### src/rtl/iter_shifter.sv
// Multi-cycle barrel-free shifter: shifts a WIDTH-bit operand by up to STEP
// positions per clock. Supports SLL, SRL, SRA and ROR behind a start/busy/done handshake.
module iter_shifter #(
  parameter int WIDTH = 32,
  parameter int STEP  = 4,
  parameter int SW    = $clog2(WIDTH)
) (
  input  logic             clk,
  input  logic             reset,
  input  logic             start,
  input  logic [WIDTH-1:0] data,
  input  logic [SW-1:0]    shamt,
  input  logic [1:0]       mode,
  output logic             busy,
  output logic             done,
  output logic [WIDTH-1:0] result
);

  typedef enum logic [1:0] {
    IDLE  = 2'd0,
    SHIFT = 2'd1,
    DONE  = 2'd2
  } state_t;

  localparam logic [SW-1:0]    STEP_W  = SW'(STEP);
  localparam logic [SW:0]      WIDTH_W = (SW+1)'(WIDTH);
  localparam logic [WIDTH-1:0] ONES    = '1;

  state_t           state, state_nxt;
  logic [WIDTH-1:0] acc, acc_nxt, shifted;
  logic [SW-1:0]    rem, rem_nxt, k;
  logic [1:0]       mode_r;
  logic             sign_r;

  // Per-cycle distance: a full STEP, or whatever remains.
  always_comb begin
    k = (rem >= STEP_W) ? STEP_W : rem;
  end

  // One step of k bits in the latched mode.
  always_comb begin
    shifted = acc;
    unique case (mode_r)
      2'b00: shifted = acc << k;
      2'b01: shifted = acc >> k;
      2'b10: shifted = (acc >> k) | (sign_r ? ~(ONES >> k) : '0);
      2'b11: shifted = (acc >> k) | (acc << (WIDTH_W - {1'b0, k}));
      default: shifted = acc;
    endcase
  end

  // Next-state and datapath-next logic.
  always_comb begin
    state_nxt = state;
    acc_nxt   = acc;
    rem_nxt   = rem;
    unique case (state)
      IDLE: begin
        if (start) begin
          acc_nxt   = data;
          rem_nxt   = shamt;
          state_nxt = (shamt != '0) ? SHIFT : DONE;
        end
      end
      SHIFT: begin
        acc_nxt = shifted;
        rem_nxt = rem - k;
        if (rem == k) state_nxt = DONE;
      end
      DONE:    state_nxt = IDLE;
      default: state_nxt = IDLE;
    endcase
  end

  // State and datapath registers; result captures the final value on entry to DONE.
  always_ff @(posedge clk) begin
    if (reset) begin
      state  <= IDLE;
      acc    <= '0;
      rem    <= '0;
      mode_r <= '0;
      sign_r <= 1'b0;
      result <= '0;
    end else begin
      state <= state_nxt;
      acc   <= acc_nxt;
      rem   <= rem_nxt;
      if (state == IDLE && start) begin
        mode_r <= mode;
        sign_r <= data[WIDTH-1];
      end
      // DONE is only ever entered from IDLE or SHIFT, so this fires once per op.
      if (state_nxt == DONE) result <= acc_nxt;
    end
  end

  assign busy = (state != IDLE);
  assign done = (state == DONE);

endmodule

### config.mk
export PLATFORM = sky130hd
export DESIGN_NAME = iter_shifter
export DESIGN_NICKNAME = d
export VERILOG_FILES = /design/src/rtl/iter_shifter.sv
export SDC_FILE = /design/constraint.sdc
export NUM_CORES = 1
export LEC_CHECK = 0
export ABC_AREA = 1
export BUFFER_PORTS_ARGS = -buffer_cell sky130_fd_sc_hd__buf_2
export CAP_MARGIN = 25
export CORE_MARGIN = 8
export CORE_UTILIZATION = 35
export DETAILED_ROUTE_END_ITERATION = 12
export GPL_TIMING_DRIVEN = 0
export HOLD_SLACK_MARGIN = 0.02
export SYNTH_ARGS = -nofsm -noshare
export SYNTH_HDL_FRONTEND = slang
export SYNTH_SLANG_ARGS = --single-unit
### constraint.sdc
create_clock -name clk -period 7.8 [get_ports clk]
set_input_delay 0.39 -clock clk [delete_from_list [all_inputs] [get_ports clk]]
set_output_delay 0.39 -clock clk [all_outputs]
set_load 0.03 [all_outputs]
## After elaboration in Yosys (flattened, before gate mapping)

Cells that the tools add are included.

- Bits in registers: 74
- Bits of input ports: 42
- Output and inout bits: 34
- Logic and storage cells: 42

- Add/sub/neg operators: 2
- $lt $le $gt $ge: 1
- Eq/ne operators: 8
- Shift-type cells: 4
- Mux-type cells: 11
- Bitwise logic cells: 3
- Reduce and logical (&&, ||, !) cells: 7

Operators with widths:

| cell | number |
|---|---|
| 32-bit one-hot mux with 4 select lines | 1 |
| 32-bit 2-to-1 mux | 2 |
| 32-bit OR | 2 |
| 32-bit one-hot mux with 2 select lines | 1 |
| 32-bit inverter | 1 |
| 32-bit by 5-bit left shift with 32-bit output | 1 |
| 32-bit by 6-bit left shift with 32-bit output | 1 |
| 32-bit by 5-bit >> shifter with 32-bit output | 1 |
| 32-bit by 5-bit >> shifter with 32-bit output (first input constant) | 1 |
| 5-bit 2-to-1 mux | 2 |
| 5-bit one-hot mux with 2 select lines | 1 |
| 2-bit == test (second input constant) | 4 |
| 2-bit 2-to-1 mux | 3 |
| 6-bit by 5-bit subtractor with 6-bit output (first input constant) | 1 |
| 5-bit == test | 1 |
| 5-bit by 3-bit >= comparator with 1-bit output (second input constant) | 1 |
| 5-bit nonzero test | 1 |
| 5-bit subtractor | 1 |
| 2-bit by 1-bit == test with 1-bit output (second input constant) | 2 |
| 2-bit logical NOT | 2 |
| 2-bit one-hot mux with 2 select lines | 1 |
| 2-bit nonzero test | 2 |
| 2-bit != test (second input constant) | 1 |
| 2-bit AND reduction | 1 |
| 1-bit logical AND | 1 |

## Longest topological paths before layout

Gate-level depths: netlist of run 1.

- Depth in word-level cells: 8
- Depth in mapped cells: 22
- Gate-level depth less buffers: 19

## Worst setup path before layout of run 1

Ideal clock, no wire load.

- Path type: flip-flop to flip-flop
- Start: register rem[2]
- End: register result[31]
- Setup time: 109 ps
- Arrival time: 2,753 ps
- Setup slack: 4,938 ps
- Stages on the path, launching flop included: 23
- Buffers on the path: 4
- Clock period less this slack: 2,862 ps
- Cells stage by stage: dfxtp_1 -> inv_2 -> buf_2 -> nand3_2 -> clkbuf_1 -> ha_1 -> inv_1 -> ha_1 -> buf_2 -> clkinv_1 -> nor2_4 -> buf_6 -> nand2_1 -> nand2_1 -> nor2_1 -> nand2_1 -> nand2_1 -> nand2_1 -> nand2_1 -> nand2_1 -> nand4_1 -> nand2_1 -> inv_1

- Word-level cells in the longest chain between the ends: 8
- Elaborated cells between the ends (all ways): 17
- Classes of those cells: add/sub: 1; order compare: 1; eq/ne: 2; shift: 4; mux: 6; bitwise: 3

RTL lines:

| what | RTL line | source |
|---|---|---|
| start, declared | 31 | `logic [SW-1:0] rem, rem_nxt, k;` |
| start signal, assigned | 87 | `rem <= rem_nxt;` |
| branches (longest 8 deep; another with 6-bit by 5-bit subtractor with 6-bit output) | -- |  |
| end signal, assigned | 93 | `if (state_nxt == DONE) result <= acc_nxt;` |
| end, declared | 16 | `output logic [WIDTH-1:0] result` |

Parallel ways; which one is timed is not known.
A chain may end at the register's enable or synchronous reset.

## Worst setup path after layout of run 1

- Start: register rem[2]
- End: register result[15]

The elaborated chain is that of the path after synthesis.

==> impl_results.md, run 1 <==
* Count of TritonRoute iterations in the first routing pass at 5
* Kind of critical path: reg2reg
* Number of cells produced by synthesis at 1034
* I/O Buffers at 74
* Unrepaired setup endpoints after global routing: false
* Clock tree from TritonCTS: built
* Buffers from clock root to sink, at most at 2
* Top achievable clock speed at 234 MHz
* Initial core utilization at 35.8%
* Reported net switching power at 1.02 mW
* Most frequently used flop master after synthesis: sky130_fd_sc_hd__dfxtp_1
* Area of the placeable core at 17300 sq um
* Worst hold path endpoint: mode_r[0]$_SDFFE_PP0P_
* Most common cell after layout, fill and taps aside: sky130_fd_sc_hd__nand2_1
* Global-route wire length before repair at 47.4 mm
* Clock tree sinks at 74
* DIE WIDTH at 149 um
* R2r endpoint: result[15]$_SDFFE_PP0N_
* Final wirelength at 31.7 mm
* Type of the worst min-delay path: in2reg
* Number of hold-repair buffers added at the cts stage at 0
* Maximum Capacitance Violations at 0
* Part of the total power dissipated in sequential elements at 24.0%
* Vias at 7800
* Internal at 963 uW
* Final-layout fill cell count at 1968
* Layout-stage area growth over the synthesis result at 15.1%
* Number of core rows at 48
* Portion of the post-synthesis area used by sequential elements at 23.9%
* Worst-Skew Late Latency at 0.36 ns
* Worst Path Arrival at 4.52 ns
* Count of unique library cells instantiated by Yosys at 48
* Flop-to-flop setup slack at 3.53 ns
* Hold path depth at 3
* Share of total power in combinational logic at 55.7%
* HPWL after detailed placement at 25.4 mm
* Count of yosys warnings during synthesis at 0
* Total power per unit cell area at 279 nW/um^2
* Required time reported for the critical path endpoint at 8.05 ns
* Highest ir drop seen on vdd at 0.000226 V
* Number of remaining DRC errors at 0
* Final setup TNS at 0 ns
* Drt initial violations at 1022
* Reg clk slew, reported paths at 0.06 ns
* Max-slew headroom at the worst pin at 44.3%
* IO Pins at 76
* Final count of negative-setup-slack endpoints at 0
* Area of the mapped netlist at 6190 sq um
* Total global-route track usage at 28.3%
* Start point of the worst hold path: mode[0]
* Die height at 149 um
* Proportion of register bits with asynchronous set or reset after synthesis at 0%
* Post-Syn Nets at 1081
* Critical path capture point type: register
* Syn Area/Cell at 5.99 sq um
* Post-cts gate resize count at 0
* Post CTS Setup Buffer Count at 0
* Worst Clk Skew at 0.00829 ns
* Number of synthesized register bits at 74
* CP Launch Type: register
* Largest net degree at the start of global routing at 15
* Routability congestion estimate from global placement at 0.990
* Minimum clock period after layout at 4.27 ns
* Worst flop-to-flop path startpoint: rem[2]$_SDFFE_PP0P_
* Number of global-route vias before repair at 7444
* Total CTS buffers at 9
* Wire length per cell after detailed routing at 23.5 um
* Antenna fix cells at 0
* Worst hold slack across all endpoints at 0.291 ns
* Master cell of the clock root buffer: sky130_fd_sc_hd__clkbuf_16
* Static leakage power at 3.45 nW
* Overall power at 1.99 mW
* Die Area at 22200 sq um
* Clock network fraction of total power at 20.4%
* Depth of the CTS H-tree at 3
* Max Slew Vio Count at 0
* Final instance area at 7130 sq um
* Fraction of layout cells with a size suffix above 1 at 15.7%
* R2r worst-path depth at 16
* Fraction of the cycle the final worst path needs at 54.8%
* Number of hold violations in the final report at 0
* Largest fanout of any net on the critical path at 10
* Remaining number of nets flagged by the antenna check after routing at 0
* Number of enable flip-flop cells after synthesis at 0
* Fraction of power spent switching nets at 51.6%
* Initial antenna violation count at 0
* Nets at 1166
* Placed cell areas at 6850 sq um
* DR vias/cell at 5.78
* Highest-count cells in the layout ignoring fill and taps: sky130_fd_sc_hd__nand2_1 (305), sky130_fd_sc_hd__buf_2 (99), sky130_fd_sc_hd__inv_1 (98), sky130_fd_sc_hd__nand3_1 (97), sky130_fd_sc_hd__a21oi_1 (88)
* Total grt overflow at 0
* Result of the run: complete, no violations
* Worst Max-Slew Pin Slew at 0.836 ns
## synthesized netlist by cell type, types with 2 or more instances
cell type                   count  area (sq um)
sky130_fd_sc_hd__o21ai_2        8          70.1
sky130_fd_sc_hd__nand3_1       97           485
sky130_fd_sc_hd__buf_2         25           125
sky130_fd_sc_hd__a31o_2         3          26.3
sky130_fd_sc_hd__o211ai_1      54           405
sky130_fd_sc_hd__nor2_1        39           146
sky130_fd_sc_hd__nand2_2       15          93.8
sky130_fd_sc_hd__inv_1         98           368
sky130_fd_sc_hd__nand2_1      305          1140
sky130_fd_sc_hd__and2_1         3          18.8
sky130_fd_sc_hd__a21oi_1       88           440
sky130_fd_sc_hd__buf_1          6          22.5
sky130_fd_sc_hd__nand4_1       12          75.1
sky130_fd_sc_hd__a31oi_1        5          31.3
sky130_fd_sc_hd__o221ai_1      15           131
sky130_fd_sc_hd__ha_1           5          62.6
sky130_fd_sc_hd__or2_2         10          62.6
sky130_fd_sc_hd__dfxtp_1       74          1480
sky130_fd_sc_hd__clkbuf_1      28           105
sky130_fd_sc_hd__o21ai_0       64           320
sky130_fd_sc_hd__buf_6          8          90.1
sky130_fd_sc_hd__inv_2          8          30.0
sky130_fd_sc_hd__o2111ai_1      8          70.1
sky130_fd_sc_hd__o22ai_1        7          43.8
sky130_fd_sc_hd__o21ai_1       19          95.1
sky130_fd_sc_hd__o21a_1         5          37.5
sky130_fd_sc_hd__nor2_4         2          22.5
sky130_fd_sc_hd__clkinv_1       2          7.51
sky130_fd_sc_hd__nand3_2        2          20.0
## worst max-delay path by stage
stage,startpoint,endpoint,slack [ns],cells past startpoint
4_1_cts,rem[2]$_SDFFE_PP0P_,result[15]$_SDFFE_PP0N_,3.68,16
2_1_floorplan,rem[2]$_SDFFE_PP0P_,result[31]$_SDFFE_PP0N_,4.94,22
5_1_grt,rem[2]$_SDFFE_PP0P_,result[15]$_SDFFE_PP0N_,3.36,16
3_3_place_gp,rem[2]$_SDFFE_PP0P_,result[15]$_SDFFE_PP0N_,3.67,16
6_report,rem[2]$_SDFFE_PP0P_,result[15]$_SDFFE_PP0N_,3.53,16
3_5_place_dp,rem[2]$_SDFFE_PP0P_,result[15]$_SDFFE_PP0N_,3.70,16
## metrics by stage
step	setup slack (ns)	utilization (%)	std cells
finish	3.53	41.2	1349
global route	3.36	41.2	1349
CTS	3.68	41.2	1349
detailed placement	3.70	39.6	1333
global placement	3.67	39.6	1333
floorplan	4.94	-	1034
## sequential cells by signal, summed over array words and instances, names as in the netlist
signal	cells
rem	5
state	2
result	32
sign_r	1
acc	32
mode_r	2
## area by class of cell
class / count / area [sq um] / area share (%)
multi-input combinational: 784 / 3960 / 55.5
inverter: 109 / 412 / 5.77
sequential: 74 / 1480 / 20.8
tap: 225 / 282 / 3.95
timing repair buffer: 74 / 370 / 5.20
clock buffer: 10 / 229 / 3.21
clock inverter: 6 / 52.6 / 0.737
buffer: 67 / 343 / 4.81
## power by group through the flow
stage          registers, mW  clock network, mW  logic (mW)
2_1_floorplan          0.516                  0       0.668
3_3_place_gp           0.482                  0        1.08
3_5_place_dp           0.482                  0        1.07
4_1_cts                0.474              0.410        1.07
5_1_grt                0.482              0.423        1.18
6_report               0.477              0.405        1.11
## cells by family after synthesis
| family | Yosys count | share of synthesized area [%] |
|---|---|---|
| AND/OR/NAND/NOR | 493 | 34.6 |
| AO/OA/AOI/OAI | 285 | 28.2 |
| buffers and inverters | 176 | 12.2 |
| flip-flops | 74 | 23.9 |
| adder cells (fa/ha/maj) | 5 | 1.01 |
| other | 1 | 0.0605 |
## routing by layer
metal | global-route usage (%) | wire length (um) | vias up
met2 | 42.6 | 13600 | 424
met4 | 8.63 | 730 | 0
li1 | - | - | 3677
met5 | 0 | 0 | -
met3 | 7.89 | 3180 | 50
met1 | 38.4 | 14200 | 3649
## critical path, stage by stage, from the launching register on
cell and delay, ns:
sky130_fd_sc_hd__dfxtp_1 0.34, sky130_fd_sc_hd__inv_2 0.12, sky130_fd_sc_hd__buf_2 0.27, sky130_fd_sc_hd__nand3_2 0.27
sky130_fd_sc_hd__clkbuf_1 0.42, sky130_fd_sc_hd__ha_1 0.41, sky130_fd_sc_hd__clkbuf_1 0.47, sky130_fd_sc_hd__inv_1 0.22
sky130_fd_sc_hd__clkbuf_1 0.32, sky130_fd_sc_hd__nand3_1 0.16, sky130_fd_sc_hd__nand2_1 0.11, sky130_fd_sc_hd__nand2_1 0.10
sky130_fd_sc_hd__a21boi_1 0.11, sky130_fd_sc_hd__o31ai_1 0.48, sky130_fd_sc_hd__nand3_1 0.18, sky130_fd_sc_hd__nand3_1 0.12
sky130_fd_sc_hd__inv_1 0.04
Note: power is estimated with default switching activity, not from simulation.
==> inputs of run 2 (changes only) <==
Settings changed: ABC_AREA 1 to 0.
Clock period 7.8 ns to 3.6 ns, I/O delays scaled along.
==> run 2 against run 1 <==
Net effect:
- the run now ends with setup timing left
- register-to-register slack worse by 3.6 ns
- design area up 18%
- critical path depth down 7
- setup slack worse by 3.6 ns
- largest power group unchanged
- non-clock buffer count up 69
- global-route usage up 6.7 points
- clock skew up 0.0060 ns
- die area up 8.5%
- sequential power up 110%
- power up 120%
- count of clock-buffer cells in the layout up 2
- synthesized cell count down 13%
==> impl_results.md, run 2 <==
* Largest fanout of any net on the critical path at 10 (unchanged)
* Total global-route track usage at 35.0% (was 28.3%)
* Top achievable clock speed at 274 MHz (was 234 MHz)
* Cells along the critical path: or2_2 > clkbuf_1 > buf_1 > clkbuf_1 > clkbuf_1 > o21ai_0 > o211ai_1 > o21ai_2 > o22ai_1 (was inv_2 > buf_2 > nand3_2 > clkbuf_1 > ha_1 > clkbuf_1 > inv_1 > clkbuf_1 > nand3_1 > nand2_1 > nand2_1 > a21boi_1 > o31ai_1 > nand3_1 > nand3_1 > inv_1)
* Nets at 1053 (was 1166)
* Initial antenna violation count at 0 (unchanged)
* Static leakage power at 3.22 nW (was 3.45 nW)
* Depth of the CTS H-tree at 3 (unchanged)
* Vias at 8847 (was 7800)
* Fraction of layout cells with a size suffix above 1 at 22.9% (was 15.7%)
* Clock tree sinks at 74 (unchanged)
* Clock tree from TritonCTS: built (unchanged)
* Count of unique library cells instantiated by Yosys at 74 (was 48)
* Worst Max-Slew Pin Slew at 1.13 ns (was 0.836 ns)
* Minimum clock period after layout at 3.65 ns (was 4.27 ns)
* Worst-Skew Late Latency at 0.36 ns (about the same)
* Proportion of register bits with asynchronous set or reset after synthesis at 0% (unchanged)
* Most frequently used flop master after synthesis: sky130_fd_sc_hd__dfxtp_1 (unchanged)
* I/O Buffers at 75 (was 74)
* Largest net degree at the start of global routing at 14 (was 15)
* Total CTS buffers at 9 (unchanged)
* Result of the run: complete, but fails checks (was complete, no violations)
* Number of remaining DRC errors at 0 (unchanged)
* Final count of negative-setup-slack endpoints at 4 (was 0)
* Global-route wire length before repair at 60.5 mm (was 47.4 mm)
* Die height at 155 um (was 149 um)
* Layout-stage area growth over the synthesis result at 23.4% (was 15.1%)
* Biggest area consumer among synthesized cells: sky130_fd_sc_hd__dfxtp_1 (unchanged)
* Slowest library cell on the worst path: sky130_fd_sc_hd__clkbuf_1 (was sky130_fd_sc_hd__o31ai_1)
* Master cell of the clock root buffer: sky130_fd_sc_hd__clkbuf_16 (unchanged)
* Most common cell after layout, fill and taps aside: sky130_fd_sc_hd__nand2_1 (unchanged)
* Required time reported for the critical path endpoint at 3.87 ns (was 8.05 ns)
* Number of hold-repair buffers added at the cts stage at 0 (unchanged)
* Number of global-route vias before repair at 8319 (was 7444)
* Syn Area/Cell at 7.53 sq um (was 5.99 sq um)
* Remaining number of nets flagged by the antenna check after routing at 0 (unchanged)
* Kind of critical path: reg2reg (unchanged)
* Overall power at 4.37 mW (was 1.99 mW)
* Most frequent cell on the critical path: sky130_fd_sc_hd__clkbuf_1
* DR vias/cell at 6.93 (was 5.78)
* Max-slew headroom at the worst pin at 24.6% (was 44.3%)
* Initial core utilization at 35.2% (was 35.8%)
* Routability congestion estimate from global placement at 1.01 (was 0.990)
* Worst Path Arrival at 3.92 ns (was 4.52 ns)
* Total grt overflow at 0 (unchanged)
* Critical path capture point type: register (unchanged)
* Synth area leaders: sky130_fd_sc_hd__dfxtp_1 (22%), sky130_fd_sc_hd__mux4_2 (7.6%), sky130_fd_sc_hd__mux2i_1 (6.3%), sky130_fd_sc_hd__nand2_1 (5.3%), sky130_fd_sc_hd__a21oi_1 (5.0%) (was sky130_fd_sc_hd__dfxtp_1 (24%), sky130_fd_sc_hd__nand2_1 (18%), sky130_fd_sc_hd__nand3_1 (7.8%), sky130_fd_sc_hd__a21oi_1 (7.1%), sky130_fd_sc_hd__o211ai_1 (6.5%))
* Post-Place Worst Slack at -1.86 ns (was 3.70 ns)
* IO Pins at 76 (unchanged)
* Area of the mapped netlist at 6790 sq um (was 6190 sq um)
* Maximum Capacitance Violations at 0 (unchanged)
* Count of TritonRoute iterations in the first routing pass at 6 (was 5)
* Count of yosys warnings during synthesis at 0 (unchanged)
* Final-layout fill cell count at 2052 (was 1968)
* Final wirelength at 43.4 mm (was 31.7 mm)
* Number of synthesized register bits at 74 (unchanged)
* Top-area cell type share of the netlist area at 21.8% (was 23.9%)
* HPWL after detailed placement at 31.3 mm (was 25.4 mm)
* Worst path setup slack after routing at -0.0543 ns (was 3.53 ns)
* Portion of the post-synthesis area used by sequential elements at 21.8% (was 23.9%)
* Highest ir drop seen on vdd at 0.000216 V (was 0.000226 V)
* Worst Clk Skew at 0.0143 ns (was 0.00829 ns)
* Final setup TNS at -0.101 ns (was 0 ns)
* Number of hold violations in the final report at 0 (unchanged)
* Total power per unit cell area at 522 nW/um^2 (was 279 nW/um^2)
* Violations in the final reports: setup timing
* Number of cells produced by synthesis at 901 (was 1034)
* CP Launch Type: register (unchanged)
* Drt initial violations at 1529 (was 1022)
* Number of core rows at 51 (was 48)
* Delay of the slowest cell on the worst path at 0.70 ns (was 0.48 ns)
* Largest registers ranked by flip-flop count: acc: 32 flops, result: 32 flops, rem: 5 flops (unchanged)
* Max Slew Vio Count at 0 (unchanged)
* Type of the worst min-delay path: in2reg (unchanged)
* Buffers from clock root to sink, at most at 2 (unchanged)
* Area of the placeable core at 19300 sq um (was 17300 sq um)
* Wire length per cell after detailed routing at 34.0 um (was 23.5 um)
* Highest-count cells in the layout ignoring fill and taps: sky130_fd_sc_hd__nand2_1 (95), sky130_fd_sc_hd__buf_2 (87), sky130_fd_sc_hd__nor2_1 (73), sky130_fd_sc_hd__clkbuf_1 (70), sky130_fd_sc_hd__dfxtp_1 (70) (was sky130_fd_sc_hd__nand2_1 (305), sky130_fd_sc_hd__buf_2 (99), sky130_fd_sc_hd__inv_1 (98), sky130_fd_sc_hd__nand3_1 (97), sky130_fd_sc_hd__a21oi_1 (88))
* Number of enable flip-flop cells after synthesis at 0 (unchanged)
* Commonest cells in the netlist: sky130_fd_sc_hd__nand2_1 (96), sky130_fd_sc_hd__clkbuf_1 (86), sky130_fd_sc_hd__dfxtp_1 (74), sky130_fd_sc_hd__nor2_1 (74), sky130_fd_sc_hd__a21oi_1 (68) (was sky130_fd_sc_hd__nand2_1 (305), sky130_fd_sc_hd__inv_1 (98), sky130_fd_sc_hd__nand3_1 (97), sky130_fd_sc_hd__a21oi_1 (88), sky130_fd_sc_hd__dfxtp_1 (74))
* Most common cell in the synthesized netlist: sky130_fd_sc_hd__nand2_1 (unchanged)
* Reg clk slew, reported paths at 0.07 ns (was 0.06 ns)
* DIE WIDTH at 155 um (was 149 um)
* Unrepaired setup endpoints after global routing: false (unchanged)
* Post-Syn Nets at 948 (was 1081)
* Fraction of the cycle the final worst path needs at 102% (was 54.8%)
* Die Area at 24100 sq um (was 22200 sq um)
-- run 2: changes by cell type after synthesis, sizes merged, moves of 14 or more --
cell / before / now
mux2i: 0 / 43
o211ai: 54 / 10
nand2: 320 / 96
nand3: 100 / 22
a22oi: 1 / 15
nor2: 43 / 74
a221oi: 1 / 17
clkbuf: 28 / 86
a21oi: 89 / 68
inv: 107 / 19
o21ai: 91 / 53
mux4: 0 / 23
a211oi: 1 / 17
-- run 2: cell type report --
type | instances | area [sq um] | share of cell area (%)
Antenna cell | 1 | 2.50 | 0.0299
Multi-Input combinational cell | 689 | 4950 | 59.1
Buffer | 111 | 582 | 6.95
Clock buffer | 12 | 267 | 3.18
Tap cell | 265 | 332 | 3.96
Timing Repair Buffer | 99 | 552 | 6.59
Clock inverter | 4 | 120 | 1.43
Sequential cell | 74 | 1490 | 17.7
Inverter | 22 | 85.1 | 1.02
-- run 2: stage by stage --
| step | utilization (%) | cell area, sq um | hold slack (ns) | instances |
|---|---|---|---|---|
| 6_report | 43.5 | 8380 | 0.0540 | 1277 |
| 3_3_place_gp | 38.9 | 7490 | 0.429 | 1241 |
| 5_1_grt | 43.5 | 8370 | 0.0751 | 1276 |
| 2_1_floorplan | - | 6790 | 0.316 | 901 |
| 3_5_place_dp | 39.1 | 7530 | 0.422 | 1246 |
| 4_1_cts | 43.2 | 8320 | 0.0555 | 1274 |
-- run 2: repair_timing --
item,in CTS,in global routing
setup buffers,14,5
gates resized for setup,78,11
setup endpoints to repair,50,27
pin swaps,9,5
-- run 2: cell families (layout without fill, tap and decap cells) --
kind of cell / after synthesis / count (layout) / synth area share (%)
xor gates and xnor gates: 1 / 1 / 0.129
buffers and inverters: 138 / 248 / 8.35
DFF: 74 / 74 / 21.8
AOI/OAI and AO/OA: 325 / 325 / 33.4
other: 1 / 2 / 0.0552
and+or+nand+nor: 278 / 278 / 19.2
adders and majority gates: 5 / 5 / 0.922
muxes: 79 / 79 / 16.1
-- run 2: where the power goes --
part,total (mW),switching [mW],internal (mW)
combinational,2.16,1.46,0.703
sequential,0.982,0.0752,0.907
clock,1.22,0.419,0.806
-- run 2: path summary, 6_finish.rpt --
kind | from | cells past startpoint | to | slack (ns)
max | mode_r[1]$_SDFFE_PP0P_ | 9 | result[17]$_SDFFE_PP0N_ | -0.05
min | mode[0] | 3 | mode_r[0]$_SDFFE_PP0P_ | 0.05
max reg2reg | mode_r[1]$_SDFFE_PP0P_ | 9 | result[17]$_SDFFE_PP0N_ | -0.05
min reg2reg | result[24]$_SDFFE_PP0N_ | 2 | result[24]$_SDFFE_PP0N_ | 0.46
-- run 2: worst max-delay path, delay by kind of cell, from the launching register on --
family	cells	cell delay (ns)
AND/OR/NAND/NOR	1	0.13
AO/OA/AOI/OAI	4	0.87
buffers and inverters	4	2.17
flip-flops	1	0.37
-- run 2: routing by layer --
layer	part of all wire, %	up-vias	global-route usage [%]
met5	0	-	0
met4	6.2	0	19.5
met1	39	4244	44.2
met2	42	777	52.3
met3	13	193	10.8
li1	-	3633	-
